**config.mk**
```make
export PLATFORM = sky130hd
export DESIGN_NAME = dispensador_bebidas
export DESIGN_NICKNAME = d
export VERILOG_FILES = /design/src/rtl/dispensador_pkg.sv /design/src/rtl/dispensador_bebidas_temporizador.sv /design/src/rtl/dispensador_bebidas.sv
export SDC_FILE = /design/constraint.sdc
export NUM_CORES = 1
export LEC_CHECK = 0
export BUFFER_PORTS_ARGS = -buffer_cell sky130_fd_sc_hd__buf_2
export CAP_MARGIN = 0
export CORE_MARGIN = 5
export CORE_UTILIZATION = 50
export CTS_CLUSTER_DIAMETER = 100
export DETAILED_ROUTE_END_ITERATION = 10
export PLACE_DENSITY = 0.77
export SYNTH_ARGS = -nofsm -noshare
export SYNTH_HDL_FRONTEND = slang
export SYNTH_SLANG_ARGS = --single-unit
```
**constraint.sdc**
```tcl
create_clock -name i_clk -period 2.2 [get_ports i_clk]
set_input_delay 0.22 -clock i_clk [delete_from_list [all_inputs] [get_ports i_clk]]
set_output_delay 0.22 -clock i_clk [all_outputs]
set_load 0.02 [all_outputs]
```
**src/rtl/dispensador_pkg.sv**
```systemverilog
// Shared definitions for the beverage selector and dispenser: state codes,
// component codes and the phase-sequencing helper.
package dispensador_pkg;

  localparam logic [2:0] S_IDLE   = 3'd0;
  localparam logic [2:0] S_BASE   = 3'd1;
  localparam logic [2:0] S_MEZCLA = 3'd2;
  localparam logic [2:0] S_SABOR  = 3'd3;
  localparam logic [2:0] S_FIN    = 3'd4;

  localparam logic [1:0] B_NONE  = 2'd0;
  localparam logic [1:0] B_CAFE  = 2'd1;
  localparam logic [1:0] B_TE    = 2'd2;
  localparam logic [1:0] M_NONE  = 2'd0;
  localparam logic [1:0] M_LECHE = 2'd1;
  localparam logic [1:0] M_AGUA  = 2'd2;

  // First enabled phase strictly after 'desde' (IDLE starts the search at BASE).
  function automatic logic [2:0] siguiente_fase(input logic [2:0] desde,
                                                input logic en_base,
                                                input logic en_mezcla,
                                                input logic en_sabor);
    logic [2:0] w_sig;
    w_sig = S_FIN;
    if (desde == S_IDLE && en_base)
      w_sig = S_BASE;
    else if ((desde == S_IDLE || desde == S_BASE) && en_mezcla)
      w_sig = S_MEZCLA;
    else if ((desde == S_IDLE || desde == S_BASE || desde == S_MEZCLA) && en_sabor)
      w_sig = S_SABOR;
    return w_sig;
  endfunction

endpackage

```
**src/rtl/dispensador_bebidas_temporizador.sv**
```systemverilog
// Phase timer: loads the phase duration on entry and counts seconds down;
// 'expira' flags the tick that consumes the last second.
module temporizador_fase
  import dispensador_pkg::*;
#(
  parameter int TW = 4
) (
  input  logic          i_clk,
  input  logic          i_reset_n,
  input  logic          i_load,
  input  logic [TW-1:0] i_valor,
  input  logic          i_tick,
  output logic          o_expira
);

  logic [TW-1:0] r_cuenta;

  always_ff @(posedge i_clk) begin
    if (!i_reset_n)
      r_cuenta <= '0;
    else if (i_load)
      r_cuenta <= i_valor;
    else if (i_tick && r_cuenta != '0)
      r_cuenta <= r_cuenta - 1'b1;
  end

  assign o_expira = i_tick && (r_cuenta == TW'(1));

endmodule

```
**src/rtl/dispensador_bebidas.sv**
```systemverilog
// Drink dispenser: accepts one order via valid/ready, then runs the base,
// mixer and flavour valve phases in sequence, each timed in seconds.
module dispensador_bebidas
  import dispensador_pkg::*;
#(
  parameter int T_BASE   = 5,
  parameter int T_MEZCLA = 3,
  parameter int T_SABOR  = 2,
  parameter int TW       = 4
) (
  input  logic       i_clk,
  input  logic       i_reset_n,
  input  logic       i_tick,
  input  logic       i_order_valid,
  input  logic [1:0] i_order_base,
  input  logic [1:0] i_order_mix,
  input  logic       i_order_vainilla,
  output logic       o_order_ready,
  output logic       o_valv_cafe,
  output logic       o_valv_te,
  output logic       o_valv_leche,
  output logic       o_valv_agua,
  output logic       o_valv_vainilla,
  output logic       o_busy,
  output logic       o_done,
  output logic [2:0] o_estado
);

  logic [2:0]    r_estado;
  logic [2:0]    w_sig_estado;
  logic [1:0]    r_base;
  logic [1:0]    r_mix;
  logic          r_vainilla;
  logic          w_acepta;
  logic [1:0]    w_base_sel;
  logic [1:0]    w_mix_sel;
  logic          w_vainilla_sel;
  logic          w_en_base;
  logic          w_en_mezcla;
  logic          w_en_sabor;
  logic          w_expira;
  logic          w_carga;
  logic [TW-1:0] w_valor;

  // While idle, phase enables come from the order being accepted this edge.
  assign w_acepta       = (r_estado == S_IDLE) && i_order_valid;
  assign w_base_sel     = (r_estado == S_IDLE) ? i_order_base     : r_base;
  assign w_mix_sel      = (r_estado == S_IDLE) ? i_order_mix      : r_mix;
  assign w_vainilla_sel = (r_estado == S_IDLE) ? i_order_vainilla : r_vainilla;

  assign w_en_base   = (w_base_sel == B_CAFE || w_base_sel == B_TE) && (T_BASE >= 1);
  assign w_en_mezcla = (w_mix_sel == M_LECHE || w_mix_sel == M_AGUA) && (T_MEZCLA >= 1);
  assign w_en_sabor  = w_vainilla_sel && (T_SABOR >= 1);

  assign w_carga = (w_sig_estado != r_estado) &&
                   (w_sig_estado == S_BASE || w_sig_estado == S_MEZCLA || w_sig_estado == S_SABOR);

  always_comb begin
    w_valor = '0;
    case (w_sig_estado)
      S_BASE:   w_valor = TW'(T_BASE);
      S_MEZCLA: w_valor = TW'(T_MEZCLA);
      S_SABOR:  w_valor = TW'(T_SABOR);
      default:  w_valor = '0;
    endcase
  end

  temporizador_fase #(.TW(TW)) u_temporizador (
    .i_clk     (i_clk),
    .i_reset_n (i_reset_n),
    .i_load    (w_carga),
    .i_valor   (w_valor),
    .i_tick    (i_tick),
    .o_expira  (w_expira)
  );

  always_ff @(posedge i_clk) begin
    if (!i_reset_n)
      r_estado <= S_IDLE;
    else
      r_estado <= w_sig_estado;
  end

  always_ff @(posedge i_clk) begin
    if (!i_reset_n) begin
      r_base     <= B_NONE;
      r_mix      <= M_NONE;
      r_vainilla <= 1'b0;
    end else if (w_acepta) begin
      r_base     <= i_order_base;
      r_mix      <= i_order_mix;
      r_vainilla <= i_order_vainilla;
    end
  end

  always_comb begin
    w_sig_estado = r_estado;
    case (r_estado)
      S_IDLE:
        if (i_order_valid)
          w_sig_estado = siguiente_fase(S_IDLE, w_en_base, w_en_mezcla, w_en_sabor);
      S_BASE, S_MEZCLA, S_SABOR:
        if (w_expira)
          w_sig_estado = siguiente_fase(r_estado, w_en_base, w_en_mezcla, w_en_sabor);
      S_FIN:   w_sig_estado = S_IDLE;
      default: w_sig_estado = S_IDLE;
    endcase
  end

  // Outputs decode registered state only, so at most one valve can be high.
  always_comb begin
    o_order_ready   = (r_estado == S_IDLE);
    o_busy          = (r_estado != S_IDLE);
    o_done          = (r_estado == S_FIN);
    o_estado        = r_estado;
    o_valv_cafe     = 1'b0;
    o_valv_te       = 1'b0;
    o_valv_leche    = 1'b0;
    o_valv_agua     = 1'b0;
    o_valv_vainilla = 1'b0;
    case (r_estado)
      S_BASE: begin
        o_valv_cafe = (r_base == B_CAFE);
        o_valv_te   = (r_base == B_TE);
      end
      S_MEZCLA: begin
        o_valv_leche = (r_mix == M_LECHE);
        o_valv_agua  = (r_mix == M_AGUA);
      end
      S_SABOR: o_valv_vainilla = 1'b1;
      default: ;
    endcase
  end

endmodule

```
# [After elaboration in Yosys (flattened, before gate mapping)]
# Cells that the tools add are included.
[word_totals] regBits=12 latch_bits=0 mem_bits_rw=0 romBits=0 in_bits=9 out_inout_bits=11 word_cells=61 mem_count=0
[op_classes] addsub=1 mul=0 div_mod_pow=0 order_cmp=0 n_eq_ne=17 n_shift=0 n_mux=20 n_bitwise=0 reduce_logical=18
[op_table] cell="3-bit 2-to-1 mux" count=8
[op_table] cell="3-bit by 2-bit == test with 1-bit output (second input constant)" count=4
[op_table] cell="3-bit case mux with 3 select lines" count=1
[op_table] cell="2-bit by 1-bit == test with 1-bit output (second input constant)" count=4
[op_table] cell="2-bit == test (second input constant)" count=4
[op_table] cell="4-bit 2-to-1 mux" count=2
[op_table] cell="1-bit logical AND" count=7
[op_table] cell="3-bit by 1-bit == test with 1-bit output (second input constant)" count=2
[op_table] cell="1-bit logical OR" count=6
[op_table] cell="1-bit 2-to-1 mux" count=6
[op_table] cell="3-bit case mux with 2 select lines" count=1
[op_table] cell="4-bit by 1-bit == test with 1-bit output (second input constant)" count=1
[op_table] cell="2-bit 2-to-1 mux" count=2
[op_table] cell="4-bit nonzero test" count=1
[op_table] cell="4-bit by 1-bit subtractor with 4-bit output (second input constant)" count=1
[op_table] cell="3-bit == test (second input constant)" count=1
[op_table] cell="3-bit logical NOT" count=1
[op_table] cell="3-bit != test" count=1
[op_table] cell="3-bit nonzero test" count=1
[op_table] cell="3-bit OR reduction" count=1
[op_table] cell="2-bit nonzero test" count=1

# [Longest topological paths before layout]
# Gate-level depths: netlist of run 1.
[logic_depth] depth_word=14 mapped_depth=8 ltp_nobuf=8

# [Modules after synthesis]
# A second synthesis of run 1 with hierarchy kept.
[unflattened] hier_cells=103 area_unflattened_um2=919.6
[modules_own_cells] mod="dispensador_bebidas" instances=1 cells_per_inst=71 area_per_inst_um2=654.4 seq_area_each_um2=160.2
[modules_own_cells] mod="temporizador_fase" instances=1 cells_per_inst=32 area_per_inst_um2=265.3 seq_area_each_um2=80.1

# [Least setup slack after synthesis of run 1]
# Ideal clock, no wire load.
[synth_timing] path_type="register to register" start="reg r_estado[0] (netlist: o_estado[0])" end="reg u_temporizador.r_cuenta[2]" setup_time_ns=0.117 arrival_time_ns=1.733 required_ns=2.083 slack_ns=0.350 path_stages_with_launch=8 path_buffers=1 period_less_slack_ns=1.850 path_cell_list="dfxtp_1 -> buf_6 -> nor3_4 -> mux2i_1 -> a2111oi_4 -> o31ai_1 -> o21bai_1 -> nand2_1"
[synth_between] elab_chain_len=14 word_cells_on_any_way=38 cone_classes="eq/ne (11); mux (14); reduce/logical (13)"
[synth_lines] element="start, declared" line="dispensador_bebidas.sv:29" rtl="logic [2:0] r_estado;"
[synth_lines] element="start signal, assigned" line="dispensador_bebidas.sv:81" rtl="r_estado <= w_sig_estado;"
[synth_lines] element="3-bit logical NOT *"
[synth_lines] element="via o_order_ready" line="dispensador_bebidas.sv:18" rtl="output logic o_order_ready,"
[synth_lines] element="2-bit 2-to-1 mux / 1-bit logical OR (equally long branches)" line="dispensador_bebidas.sv:48, dispensador_pkg.sv:27, dispensador_pkg.sv:29"
[synth_lines] element="2-bit by 1-bit == test with 1-bit output (tied with other cells)" line="dispensador_bebidas.sv:52" rtl="assign w_en_mezcla = (w_mix_sel == M_LECHE || w_mix_sel == M_AGUA) && (T_MEZCLA >= 1);"
[synth_lines] element="1-bit logical OR / 1-bit logical AND (equally long branches)" line="dispensador_bebidas.sv:52, dispensador_pkg.sv:29"
[synth_lines] element="1-bit logical AND / 3-bit 2-to-1 mux (equally long branches)" line="dispensador_pkg.sv:27, dispensador_pkg.sv:29"
[synth_lines] element="3-bit 2-to-1 mux" line="dispensador_pkg.sv:27" rtl="else if ((desde == S_IDLE || desde == S_BASE) && en_mezcla)"
[synth_lines] element="3-bit 2-to-1 mux" line="dispensador_pkg.sv:25" rtl="if (desde == S_IDLE && en_base)"
[synth_lines] element="3-bit 2-to-1 mux" line="dispensador_bebidas.sv:103" rtl="if (w_expira)"
[synth_lines] element="3-bit case mux with 2 select lines *" line="dispensador_bebidas.sv:98" rtl="case (r_estado)"
[synth_lines] element="3-bit by 1-bit == test with 1-bit output / 3-bit by 2-bit == test with 1-bit output (equally long branches)" line="dispensador_bebidas.sv:56, dispensador_bebidas.sv:60"
[synth_lines] element="1-bit logical OR (2 in a row)" line="dispensador_bebidas.sv:56" rtl="(w_sig_estado == S_BASE || w_sig_estado == S_MEZCLA || w_sig_estado == S_SABOR);"
[synth_lines] element="1-bit logical AND" line="dispensador_bebidas.sv:55" rtl="assign w_carga = (w_sig_estado != r_estado) &&"
[synth_lines] element="4-bit 2-to-1 mux / 2-bit nonzero test (equally long branches)"
[synth_lines] element="end signal, assigned" line="dispensador_bebidas_temporizador.sv:22" rtl="r_cuenta <= i_valor;"
[synth_lines] element="end signal, assigned" line="dispensador_bebidas_temporizador.sv:24" rtl="r_cuenta <= r_cuenta - 1'b1;"
[synth_lines] element="end, declared" line="dispensador_bebidas_temporizador.sv:16" rtl="logic [TW-1:0] r_cuenta;"
# The timed path passes the listed nets; every way through them passes the cells marked *.
# A chain may end at the register's enable or synchronous reset.

# [Final worst setup path of run 1]
[layout_timing] start="reg r_estado[0] (netlist: o_estado[0])" end="reg u_temporizador.r_cuenta[0]"
[layout_between] elab_chain_len=14 word_cells_on_any_way=38 cone_classes="eq/ne (11); mux (14); reduce/logical (13)"
[layout_lines] element="3-bit logical NOT / 3-bit by 1-bit == test with 1-bit output (equally long branches)"
[layout_lines] element="2-bit 2-to-1 mux / 1-bit logical OR (equally long branches)" line="dispensador_bebidas.sv:48, dispensador_pkg.sv:27, dispensador_pkg.sv:29"
[layout_lines] element="2-bit by 1-bit == test with 1-bit output (tied with other cells)" line="dispensador_bebidas.sv:52"
[layout_lines] element="1-bit logical OR / 1-bit logical AND (equally long branches)" line="dispensador_bebidas.sv:52, dispensador_pkg.sv:29"
[layout_lines] element="1-bit logical AND / 3-bit 2-to-1 mux (equally long branches)" line="dispensador_pkg.sv:27, dispensador_pkg.sv:29"
[layout_lines] element="3-bit 2-to-1 mux" line="dispensador_pkg.sv:27"
[layout_lines] element="3-bit 2-to-1 mux" line="dispensador_pkg.sv:25"
[layout_lines] element="3-bit 2-to-1 mux" line="dispensador_bebidas.sv:103"
[layout_lines] element="3-bit case mux with 2 select lines" line="dispensador_bebidas.sv:98"
[layout_lines] element="3-bit by 1-bit == test with 1-bit output / 3-bit by 2-bit == test with 1-bit output (equally long branches)" line="dispensador_bebidas.sv:56, dispensador_bebidas.sv:60"
[layout_lines] element="1-bit logical OR (2 in a row)" line="dispensador_bebidas.sv:56"
[layout_lines] element="1-bit logical AND" line="dispensador_bebidas.sv:55"
[layout_lines] element="4-bit 2-to-1 mux / 2-bit nonzero test (equally long branches)"
# Parallel ways exist; a longest one is shown, timed or not.

==> results of run 1 <==
synth_stat cells, types with 2 or more instances:
cell      count  area, um2
xor2_1        2      17.52
nand2_1      19      71.32
a21oi_1      10      50.05
buf_6         4      45.04
o21ai_1       2      10.01
a211o_1       2      17.52
inv_1         7      26.28
nand3_1       2      10.01
a211oi_1      2      15.01
o21ai_0       2      10.01
dfxtp_1      12      240.2
nor2_1        9      33.78
xnor2_1       4      35.03
ha_1          2      25.02
nor3_1        2      10.01
o31ai_1       2      15.01
nor4b_1       5      43.79
nor4_1        2      12.51
sequential cells by signal, indices dropped and copies added (netlist names):
register	cells
u_temporizador.r_cuenta	4
o_estado	3
r_base	2
r_mix	2
r_vainilla	1
layout make-up:
type                       instances  share of cell area
timing repair buffer              22              0.1092
sequential                        12              0.2230
multi-input combinational         89              0.5772
inverter                           8             0.02787
tap                               25             0.02904
clock buffer                       4             0.03368
path summary, 6_finish.rpt:
check | cells past startpoint | start | slack, ns | endpoint
min | 3 | i_order_base[1] | 0.20 | r_base[1]
min reg2reg | 2 | r_base[1] | 0.49 | r_base[1]
max | 6 | o_estado[0] | 0.22 | u_temporizador.r_cuenta[0]
max reg2reg | 6 | o_estado[0] | 0.22 | u_temporizador.r_cuenta[0]
cell families after synthesis:
family                     after synthesis  share of synthesized area
adders and majority gates                2                    0.02670
buffers and inverters                   12                    0.08010
AOI/OAI and AO/OA                       27                     0.2163
and+or+nand+nor                         52                     0.3365
muxes                                    1                    0.01068
xor gates and xnor gates                 7                    0.07344
DFF                                     12                     0.2563
worst max-delay path, cell delays in order, from the launching register on:
cell and delay [ns]:
dfxtp_1 0.48, nor4b_4 0.53, nand2_1 0.14, nor2_1 0.31, a211oi_1 0.17, a21oi_1 0.16
o21ai_1 0.09
stage by stage:
stage	cells	setup WS, ns	total power, mW	util
2_1_floorplan	113	0.3504	0.7287	-
3_3_place_gp	156	0.2893	0.8269	0.5964
3_5_place_dp	156	0.2828	0.8457	0.5964
4_1_cts	160	0.2313	1.030	0.6172
5_1_grt	160	0.04314	1.101	0.6172
6_report	160	0.2187	1.029	0.6172
power by group:
group          switching, mW  leakage, nW  internal (mW)  total, mW
clock network         0.0816       0.0210          0.101      0.182
registers             0.0710       0.0987          0.266      0.337
logic                  0.287        0.348          0.222      0.509
layer usage:
layer / GRT usage / vias to the layer above
met2: 0.3082 / 33
li1: - / 449
met3: 0.02535 / 5
met1: 0.2017 / 408
met5: 0 / -
met4: 0.09362 / 0
==> metrics.sh, run 1 <==
OUTCOME='finished clean'
CRITICALPATHCATEGORY='flip-flop to flip-flop'
GLOBAL_ROUTE_WIRE_LENGTH_BEFORE_REPAIR_UM=3622
CRITICAL_PATH.ENDPOINT_TYPE='flip-flop'
VIA_COUNT=895
FP.DIEH_UM=53.30
ANTENNA-DIODE-COUNT=0
F_MAX_GHz=0.5047
CAP_VIOLATIONS=0
POST_CTS_HOLD_BUFFER_COUNT=0
FLOORPLAN.INITIALDENSITY=0.5369
SYNTH.YOSYS.WARNINGS=0
GLOBALROUTE.TOTALOVERFLOW=0
SLEW_VIOL_FINAL=0
YOSYSSEQAREASHARE=0.2563
CTS.REPORTEDPATHS.CLKPINSLEW_NS=0.08
AREA_DELTA_SYNTH_FINAL_PCT=14.95
SHARE_OF_CELLS_ABOVE_DRIVE_STRENGTH_1=0.2667
VIAS_PER_CELL=5.594
LAYOUT.CELL_AREA.NON_FILLER_UM2=1077
NUMBER_OF_ENABLE_FLIP_FLOP_CELLS_AFTER_SYNTHESIS=0
ROUTED_WIRE_LENGTH_PER_INSTANCE_UM=14.34
POSTSYNTHREGISTERBITS=12
WIRELENGTH_UM=2294
CTS_BUF_COUNT=3
ASYNC_RESET_FF_FRAC=0
CP.ARRIVAL_NS=2.15
GRT_ANTENNA_BEFORE_REPAIR=0
DETAILED_ROUTING_WIRELENGTH_ON_MET1_UM=995
FIRST_GLOBAL_VIAS=851
FIN_WORST_SKEW_NS=0.001602
LAYOUT_WORST_PATH_CYCLE_SHARE=0.9006
DRTANTENNAVIOLNETS=0
WORST_SKEW_PAIR.LATE_LATENCY_NS=0.28
CLOCK_TREE.ROOT_CELL='clkbuf_4'
WORST_PIN_SLEW_NS=0.5674
WL_MET2_UM=1142
HTREE_LEVELS=1
NUM_ROWS=15
START_KIND='flip-flop'
HPWL_UM=1752
POWER.IR.VDD_WORST_mV=0.6067
GRT.TOTAL_USAGE=0.1759
WL_MET3_UM=125
CTS-ROOT-TO-SINK-BUFFERS=2
POST_SYNTH_NUM_CELL_TYPES=41
DRT_FIRST_ITER_VIOLATIONS=20
CHIPWIDTH_UM=53.30
FINAL.SETUP.TNS_NS=0
FINISH.NET_COUNT=147
SYN-CELL-AREA_UM2=937.1
PLACE_AREA_UM2=1041
POWER.STATIC_LEAKAGE_nW=0.4679
GRT_SETUP_UNREPAIRED='false'
GRT_MAX_DEGREE=14
SEQCELLAREA_UM2=240.2
FP.DIEAREA_UM2=2840
CTS.SINK_COUNT=12
FLOORPLAN_CORE_AREA_UM2=1745
BOUNDARYPINS=20
COMBINED_AREA_OF_THE_MULTI_INPUT_LOGIC_CELLS_UM2=621.8
POST_CTS_BUFFERS=0
ROUTABILITYCONGESTION=0.9017
DR.MAX_LAYER_USED='met4'
POWER_DENSITY_nW_PER_UM2=954.8
DETAILEDROUTE.FIRSTPASSITERATIONCOUNT=6
PORTBUFFERS=19
HIGHEST_COUNT_CELLS_IN_THE_LAYOUT_IGNORING_FILL_AND_TAPS='19 x nand2_1, 19 x buf_2, 12 x dfxtp_1'
N_FILL_CELL=162
SYN-NUM-NETS=124
WORSTPATHMAXFANOUT=13
NETLIST_INSTANCES=113
TRITONCTS_CLOCK_TREE='yes'
FINAL_PERIOD_MINUS_WORST_SETUP_SLACK_NS=1.981
MAXSLEWHEADROOM=0.6194
CTS_REPAIR_RESIZE_COUNT=0
CP_DATA_REQUIRED_TIME_NS=2.37
YOSYS_MOST_USED_DFF='dfxtp_1'
TIMING_HOLD_VIOLATIONS_FINAL=0
AVGSYNTHCELLAREA_UM2=8.293
SETUP_VIOLATIONS=0
POST-ROUTE-DRC-COUNT=0
MIN_PATH_TYPE='input port to flip-flop'
FINAL.HOLD.WORST_SLACK_NS=0.2037
(Power assumes the default switching activity.)
==> run 2, diff against run 1 <==
--- a/config.mk
+++ b/config.mk
@@ -5,13 +5,14 @@
 export SDC_FILE = /design/constraint.sdc
 export NUM_CORES = 1
 export LEC_CHECK = 0
+export ABC_AREA = 1
 export BUFFER_PORTS_ARGS = -buffer_cell sky130_fd_sc_hd__buf_2
 export CAP_MARGIN = 0
 export CORE_MARGIN = 5
 export CORE_UTILIZATION = 50
 export CTS_CLUSTER_DIAMETER = 100
 export DETAILED_ROUTE_END_ITERATION = 10
-export PLACE_DENSITY = 0.77
+export PLACE_DENSITY = 0.78
 export SYNTH_ARGS = -nofsm -noshare
 export SYNTH_HDL_FRONTEND = slang
 export SYNTH_SLANG_ARGS = --single-unit
==> run 2 against run 1 <==
Compared with the run above: flip-flop and latch count did not move; register-to-register slack improved by 0.09 ns; largest cell class unchanged; non-clock buffer count fell by 3; final cell count rose by 8.1%; critical endpoint unchanged; routed wire length fell by 9.7%; largest power group unchanged; worst hold slack improved by 0.034 ns.
==> metrics.sh, run 2 <==
OUTCOME='finished clean'
SYNTHMOSTINSTANTIATEDCELL='nand2_1'
ROUTABILITYCONGESTION=0.8950
COMBINED_AREA_OF_THE_MULTI_INPUT_LOGIC_CELLS_UM2=541.8
FP.DIEAREA_UM2=2661
COMBINATIONALPOWERSHARE=0.623
POST_SYNTH_MOST_FREQUENT_CELLS='31 x nand2_1, 18 x inv_1, 13 x nor2_1'
CRITICAL_PATH.ENDPOINT_TYPE='flip-flop'
FF2FF_SETUP_SLACK_NS=0.31
CTS_BUF_COUNT=3
POSTSYNTHREGISTERBITS=12
CTS.SINK_COUNT=12
REGISTERS.TOP_BY_FF_COUNT='u_temporizador.r_cuenta'
CAPTURE_INSTANCE_OF_THE_WORST_REGISTER_TO_REGISTER_PATH='u_temporizador.r_cuenta[0]'
SETUP_VIOLATIONS=0
POWER.STATIC_LEAKAGE_nW=0.5199
CAP_VIOLATIONS=0
FINISH.NET_COUNT=168
ROUTED_WIRE_LENGTH_PER_INSTANCE_UM=11.98
GRT.TOTAL_USAGE=0.1803
SEQCELLAREA_UM2=240.2
WORSTPATHMAXFANOUT=11
ANTENNA-DIODE-COUNT=0
PLACE_AREA_UM2=977.2
FINISH.CELL_COUNT_WITHOUT_FILLERS=173
MAXSLEWHEADROOM=0.5915
INTERNAL-POWER_mW=0.6804
MOSTFREQUENTLAYOUTCELL='nand2_1'
TIMING.REG2REG.WORST_PATH_DEPTH=11
CHIPWIDTH_UM=51.59
HTREE_LEVELS=1
GLOBAL_ROUTE_WIRE_LENGTH_BEFORE_REPAIR_UM=3532
POWER_DENSITY_nW_PER_UM2=1387
WORST_SKEW_PAIR.LATE_LATENCY_NS=0.28
LAYOUT_WORST_PATH_CYCLE_SHARE=0.8602
START_KIND='flip-flop'
SYNTH.YOSYS.WARNINGS=0
ASYNC_RESET_FF_FRAC=0
GRT_MAX_DEGREE=12
POWER.SWITCHING_mW=0.7254
TIMING.FINAL.WS_SETUP_NS=0.3075
POST_CTS_HOLD_BUFFER_COUNT=0
FLOORPLAN.INITIALDENSITY=0.5119
YOSYSSEQAREASHARE=0.2779
POST-ROUTE-DRC-COUNT=0
FIN_WORST_SKEW_NS=0.0006626
GLOBALROUTE.TOTALOVERFLOW=0
POWER.IR.VDD_WORST_mV=0.7499
CTS-ROOT-TO-SINK-BUFFERS=2
POWER.SHARE.SWITCHING=0.5160
CRITICALPATHCATEGORY='flip-flop to flip-flop'
GRT_SETUP_UNREPAIRED='false'
GRT_ANTENNA_BEFORE_REPAIR=0
DRTANTENNAVIOLNETS=0
FIN_TOTAL_PWR_mW=1.406
SLEW_VIOL_FINAL=0
LARGEST_REGISTER_FFS=4
NUM_ROWS=15
AVGSYNTHCELLAREA_UM2=6.452
LAYOUT.CELL_AREA.NON_FILLER_UM2=1013
PLACE.DETAILED.INSTANCES=169
SEQUENTIAL_SHARE_OF_POWER=0.246
POST_SYNTH_NUM_CELL_TYPES=26
VIA_COUNT=927
SYN-CELL-AREA_UM2=864.6
FINALCOREUTILIZATION=0.6000
SYNTHTOPCELLSBYAREA='dfxtp_1 28%, nand2_1 13%, inv_1 7.8%, o21ai_0 5.8%, nor2_1 5.6%'
N_FILL_CELL=160
TIMING_HOLD_VIOLATIONS_FINAL=0
R2R-START='o_estado[1]'
HIGHEST_COUNT_CELLS_IN_THE_LAYOUT_IGNORING_FILL_AND_TAPS='31 x nand2_1, 19 x buf_2, 18 x inv_1'
CP_DATA_REQUIRED_TIME_NS=2.42
CLOCK_TREE.ROOT_CELL='clkbuf_4'
FINAL_PERIOD_MINUS_WORST_SETUP_SLACK_NS=1.892
MIN_PATH_TYPE='input port to flip-flop'
TRITONCTS_CLOCK_TREE='yes'
YOSYS.AREA.TOP_TYPE_SHARE=0.2779
WIRELENGTH_UM=2072
PORTBUFFERS=19
VIAS_PER_CELL=5.358
AREA_DELTA_SYNTH_FINAL_PCT=17.22
SHARE_OF_CELLS_ABOVE_DRIVE_STRENGTH_1=0.2821
SYNTHDOMINANTAREACELLTYPE='dfxtp_1'
FINAL.HOLD.WORST_SLACK_NS=0.2376
SYN-NUM-NETS=145
WORST_HOLD_STARTPOINT='i_order_vainilla'
BOUNDARYPINS=20
DETAILEDROUTE.FIRSTPASSITERATIONCOUNT=4
CTS_REPAIR_RESIZE_COUNT=0
CTS.REPORTEDPATHS.CLKPINSLEW_NS=0.08
F_MAX_GHz=0.5284
NUMBER_OF_ENABLE_FLIP_FLOP_CELLS_AFTER_SYNTHESIS=0
CLKPWRFRAC=0.131
HOLD_END='r_vainilla'
WORST_HOLD_PATH.NUM_CELLS=3
CP.ARRIVAL_NS=2.12
DPL_WORST_SLACK_NS=0.3352
FIRST_GLOBAL_VIAS=843
HPWL_UM=1700
POST_CTS_BUFFERS=0
FINAL.SETUP.TNS_NS=0
DRT_FIRST_ITER_VIOLATIONS=23
NETLIST_INSTANCES=134
FLOORPLAN_CORE_AREA_UM2=1689
YOSYS_MOST_USED_DFF='dfxtp_1'
WORST_PIN_SLEW_NS=0.6063
FP.DIEH_UM=51.59
-- run 2: cell types whose count changed in the layout (fill, tap and decap cells not counted), moves of 5 or more --
cell,change
nand2_2,+5
nor4b_1,-5
nand2_1,+12
inv_1,+11
o21ai_0,+8
-- run 2: kinds of logic after synthesis --
logic type | synth area share
buffers and inverters | 0.09550
AO/OA/AOI/OAI | 0.1520
XOR/XNOR | 0.02026
adder cells (fa/ha/maj) | 0.02894
AND/OR/NAND/NOR | 0.4255
flip-flops | 0.2779
-- run 2: metal layers --
layer	global-route usage	share of wire	vias to the layer above
met5	0	0	-
met4	0.1004	0.020	0
met1	0.2168	0.46	409
li1	-	-	482
met2	0.2903	0.45	31
met3	0.04585	0.062	5
-- run 2: power groups by stage --
stage,combinational [mW],sequential [mW],clock (mW)
after detailed placement,0.867,0.351,0
final,0.875,0.346,0.185
after floorplan,0.684,0.354,0
after CTS,0.872,0.345,0.188
after global routing,0.986,0.358,0.207
after global placement,0.848,0.346,0
-- run 2: final cells by class --
type | instances | area share
clock buffer | 4 | 0.03580
multi-input combinational | 100 | 0.5346
inverter | 21 | 0.07778
timing repair buffer | 19 | 0.09383
tap | 17 | 0.02099
sequential | 12 | 0.2370
-- run 2: how the worst max path moves through the flow --
stage,startpoint,end,slack (ns),cells after the start
floorplan,o_estado[1],u_temporizador.r_cuenta[0],0.37,14
global placement,o_estado[1],u_temporizador.r_cuenta[0],0.39,11
detailed placement,o_estado[1],u_temporizador.r_cuenta[0],0.34,11
CTS,o_estado[1],u_temporizador.r_cuenta[0],0.32,11
global route,o_estado[1],u_temporizador.r_cuenta[2],0.16,14
finish,o_estado[1],u_temporizador.r_cuenta[0],0.31,11
-- run 2: worst max-delay path: stages (launching register included) --
cell and delay (ns):
dfxtp_1 0.49, inv_2 0.12, nand2_2 0.10, nor2_2 0.05, nand2_1 0.25, inv_1 0.12
nand2_1 0.11, nand2_2 0.08, nand2_2 0.13, nand2_4 0.07, or2_1 0.22, a21oi_2 0.11
==> run 3, diff against run 2 <==
--- a/config.mk
+++ b/config.mk
@@ -8,11 +8,14 @@
 export ABC_AREA = 1
 export BUFFER_PORTS_ARGS = -buffer_cell sky130_fd_sc_hd__buf_2
 export CAP_MARGIN = 0
+export CELL_PAD_IN_SITES_DETAIL_PLACEMENT = 1
+export CELL_PAD_IN_SITES_GLOBAL_PLACEMENT = 1
 export CORE_MARGIN = 5
-export CORE_UTILIZATION = 50
+export CORE_UTILIZATION = 36
 export CTS_CLUSTER_DIAMETER = 100
 export DETAILED_ROUTE_END_ITERATION = 10
-export PLACE_DENSITY = 0.78
+export PLACE_DENSITY = 0.8
+export SKIP_CTS_REPAIR_TIMING = 1
 export SYNTH_ARGS = -nofsm -noshare
 export SYNTH_HDL_FRONTEND = slang
 export SYNTH_SLANG_ARGS = --single-unit
==> run 3 against run 2 <==
Compared with the run above: routed wire length up 24%; clock skew rose by 0.0079 ns; sequential share of layout area is 0.37 points lower; sequential power grew 3%; clock-buffer cell count unchanged; die area increased by 31%; combinational power rose by 3.4%; clock power is 4% lower; critical path depth is the same; final cell count increased by 6.4%; utilization down 14 points; global-route usage fell by 1.1 points; critical endpoint is now u_temporizador.r_cuenta[2]; largest power group unchanged; highest routed layer unchanged.
==> metrics.sh, run 3 (synthesized netlist as in run 2, its figures left out) <==
CAP_VIOLATIONS=0
FINAL_PERIOD_MINUS_WORST_SETUP_SLACK_NS=1.909
OUTCOME='finished clean'
FLOORPLAN_CORE_AREA_UM2=2255
SEQUENTIAL_SHARE_OF_POWER=0.247
ROUTED_WIRE_LENGTH_PER_INSTANCE_UM=13.93
FINAL.SETUP.TNS_NS=0
ROUTABILITYCONGESTION=0.7549
MOSTFREQUENTLAYOUTCELL='nand2_1'
NUM_ROWS=17
SHARE_OF_CELLS_ABOVE_DRIVE_STRENGTH_1=0.2885
DRT_FIRST_ITER_VIOLATIONS=17
F_MAX_GHz=0.5238
MAXSLEWHEADROOM=0.5760
DRTANTENNAVIOLNETS=0
POWER.SHARE.SWITCHING=0.5261
GLOBAL_ROUTE_WIRE_LENGTH_BEFORE_REPAIR_UM=4574
LARGEST_REGISTER_FFS=4
CTS.REPORTEDPATHS.CLKPINSLEW_NS=0.08
WORST_PIN_SLEW_NS=0.6293
CTS-ROOT-TO-SINK-BUFFERS=2
FIN_WORST_SKEW_NS=0.008578
INTERNAL-POWER_mW=0.6820
ANTENNA-DIODE-COUNT=0
POWER.STATIC_LEAKAGE_nW=0.5200
TRITONCTS_CLOCK_TREE='yes'
FINAL.HOLD.WORST_SLACK_NS=0.2427
COMBINED_AREA_OF_THE_MULTI_INPUT_LOGIC_CELLS_UM2=544.3
PORTBUFFERS=19
FIRST_GLOBAL_VIAS=1020
GLOBALROUTE.TOTALOVERFLOW=0
CRITICAL_PATH.ENDPOINT_TYPE='flip-flop'
POWER_DENSITY_nW_PER_UM2=1398
POWER.IR.VDD_WORST_mV=0.5963
POST-ROUTE-DRC-COUNT=0
SEQCELLAREA_UM2=240.2
MIN_PATH_TYPE='input port to flip-flop'
SETUP_VIOLATIONS=0
BOUNDARYPINS=20
HPWL_UM=2168
FP.DIEH_UM=59.01
CP.ARRIVAL_NS=2.08
GRT_MAX_DEGREE=12
CTS.SINK_COUNT=12
CP_DATA_REQUIRED_TIME_NS=2.37
CLOCK_TREE.ROOT_CELL='clkbuf_4'
N_FILL_CELL=313
CLKPWRFRAC=0.124
FLOORPLAN.INITIALDENSITY=0.3835
SLEW_VIOL_FINAL=0
GRT.TOTAL_USAGE=0.1694
POWER.SWITCHING_mW=0.7571
DETAILEDROUTE.FIRSTPASSITERATIONCOUNT=4
TIMING_HOLD_VIOLATIONS_FINAL=0
FINISH.NET_COUNT=168
VIAS_PER_CELL=4.984
AREA_DELTA_SYNTH_FINAL_PCT=19.10
CRITICALPATHCATEGORY='flip-flop to flip-flop'
LAYOUT_WORST_PATH_CYCLE_SHARE=0.8678
HTREE_LEVELS=1
HIGHEST_COUNT_CELLS_IN_THE_LAYOUT_IGNORING_FILL_AND_TAPS='30 x nand2_1, 19 x buf_2, 18 x inv_1'
FP.DIEAREA_UM2=3482
GRT_ANTENNA_BEFORE_REPAIR=0
REGISTERS.TOP_BY_FF_COUNT='u_temporizador.r_cuenta'
WIRELENGTH_UM=2564
START_KIND='flip-flop'
WORST_SKEW_PAIR.LATE_LATENCY_NS=0.27
WORSTPATHMAXFANOUT=6
CHIPWIDTH_UM=59.01
VIA_COUNT=917
GRT_SETUP_UNREPAIRED='false'
CTS_BUF_COUNT=3
COMBINATIONALPOWERSHARE=0.629
[run 3: worst max-delay path: stages (launching register included)]
cell,delay (ns)
dfxtp_1,0.49
inv_2,0.15
nand2_4,0.12
nor2_2,0.07
nor3_1,0.22
nand2_1,0.10
nand2_1,0.09
nand2_2,0.08
nand2_2,0.13
nand3_1,0.10
o21ai_0,0.20
nor2_1,0.07
[run 3: layout make-up]
| class | instances | area share |
|---|---|---|
| repair buffers | 19 | 0.09234 |
| inverters | 21 | 0.07655 |
| flip-flops and latches | 12 | 0.2333 |
| clock buffers | 4 | 0.03524 |
| well taps | 28 | 0.03402 |
| multi-input cells | 100 | 0.5286 |
[run 3: through the flow]
stage	setup WS (ns)	utilization	cells	area (um2)	total power, mW
2_1_floorplan	0.3654	-	134	864.6	1.038
3_3_place_gp	0.3018	0.4395	180	991.0	1.215
3_5_place_dp	0.2012	0.4395	180	991.0	1.266
4_1_cts	0.1547	0.4556	184	1027	1.452
5_1_grt	0.08324	0.4567	184	1030	1.596
6_report	0.2909	0.4567	184	1030	1.439
[run 3: worst paths after layout]
path / start / slack, ns / cells past startpoint / to
worst min-delay path: i_reset_n / 0.24 / 3 / u_temporizador.r_cuenta[1]
worst max register to register: o_estado[0] / 0.29 / 11 / u_temporizador.r_cuenta[2]
worst min register to register: r_base[0] / 0.48 / 2 / r_base[0]
worst max-delay path: o_estado[0] / 0.29 / 11 / u_temporizador.r_cuenta[2]
[run 3: layer usage]
metal	GRT usage	wire (um)	up-vias
met5	0	0	-
met4	0.06149	24	0
met3	0.03050	85	4
met2	0.2871	1215	13
met1	0.2128	1239	424
li1	-	-	476
[run 3: power groups by stage]
stage          logic [mW]  registers, mW  clock network, mW
6_report            0.905          0.356              0.178
3_5_place_dp        0.905          0.361                  0
5_1_grt              1.03          0.368              0.196
2_1_floorplan       0.684          0.354                  0
4_1_cts             0.913          0.356              0.183
3_3_place_gp        0.863          0.353                  0
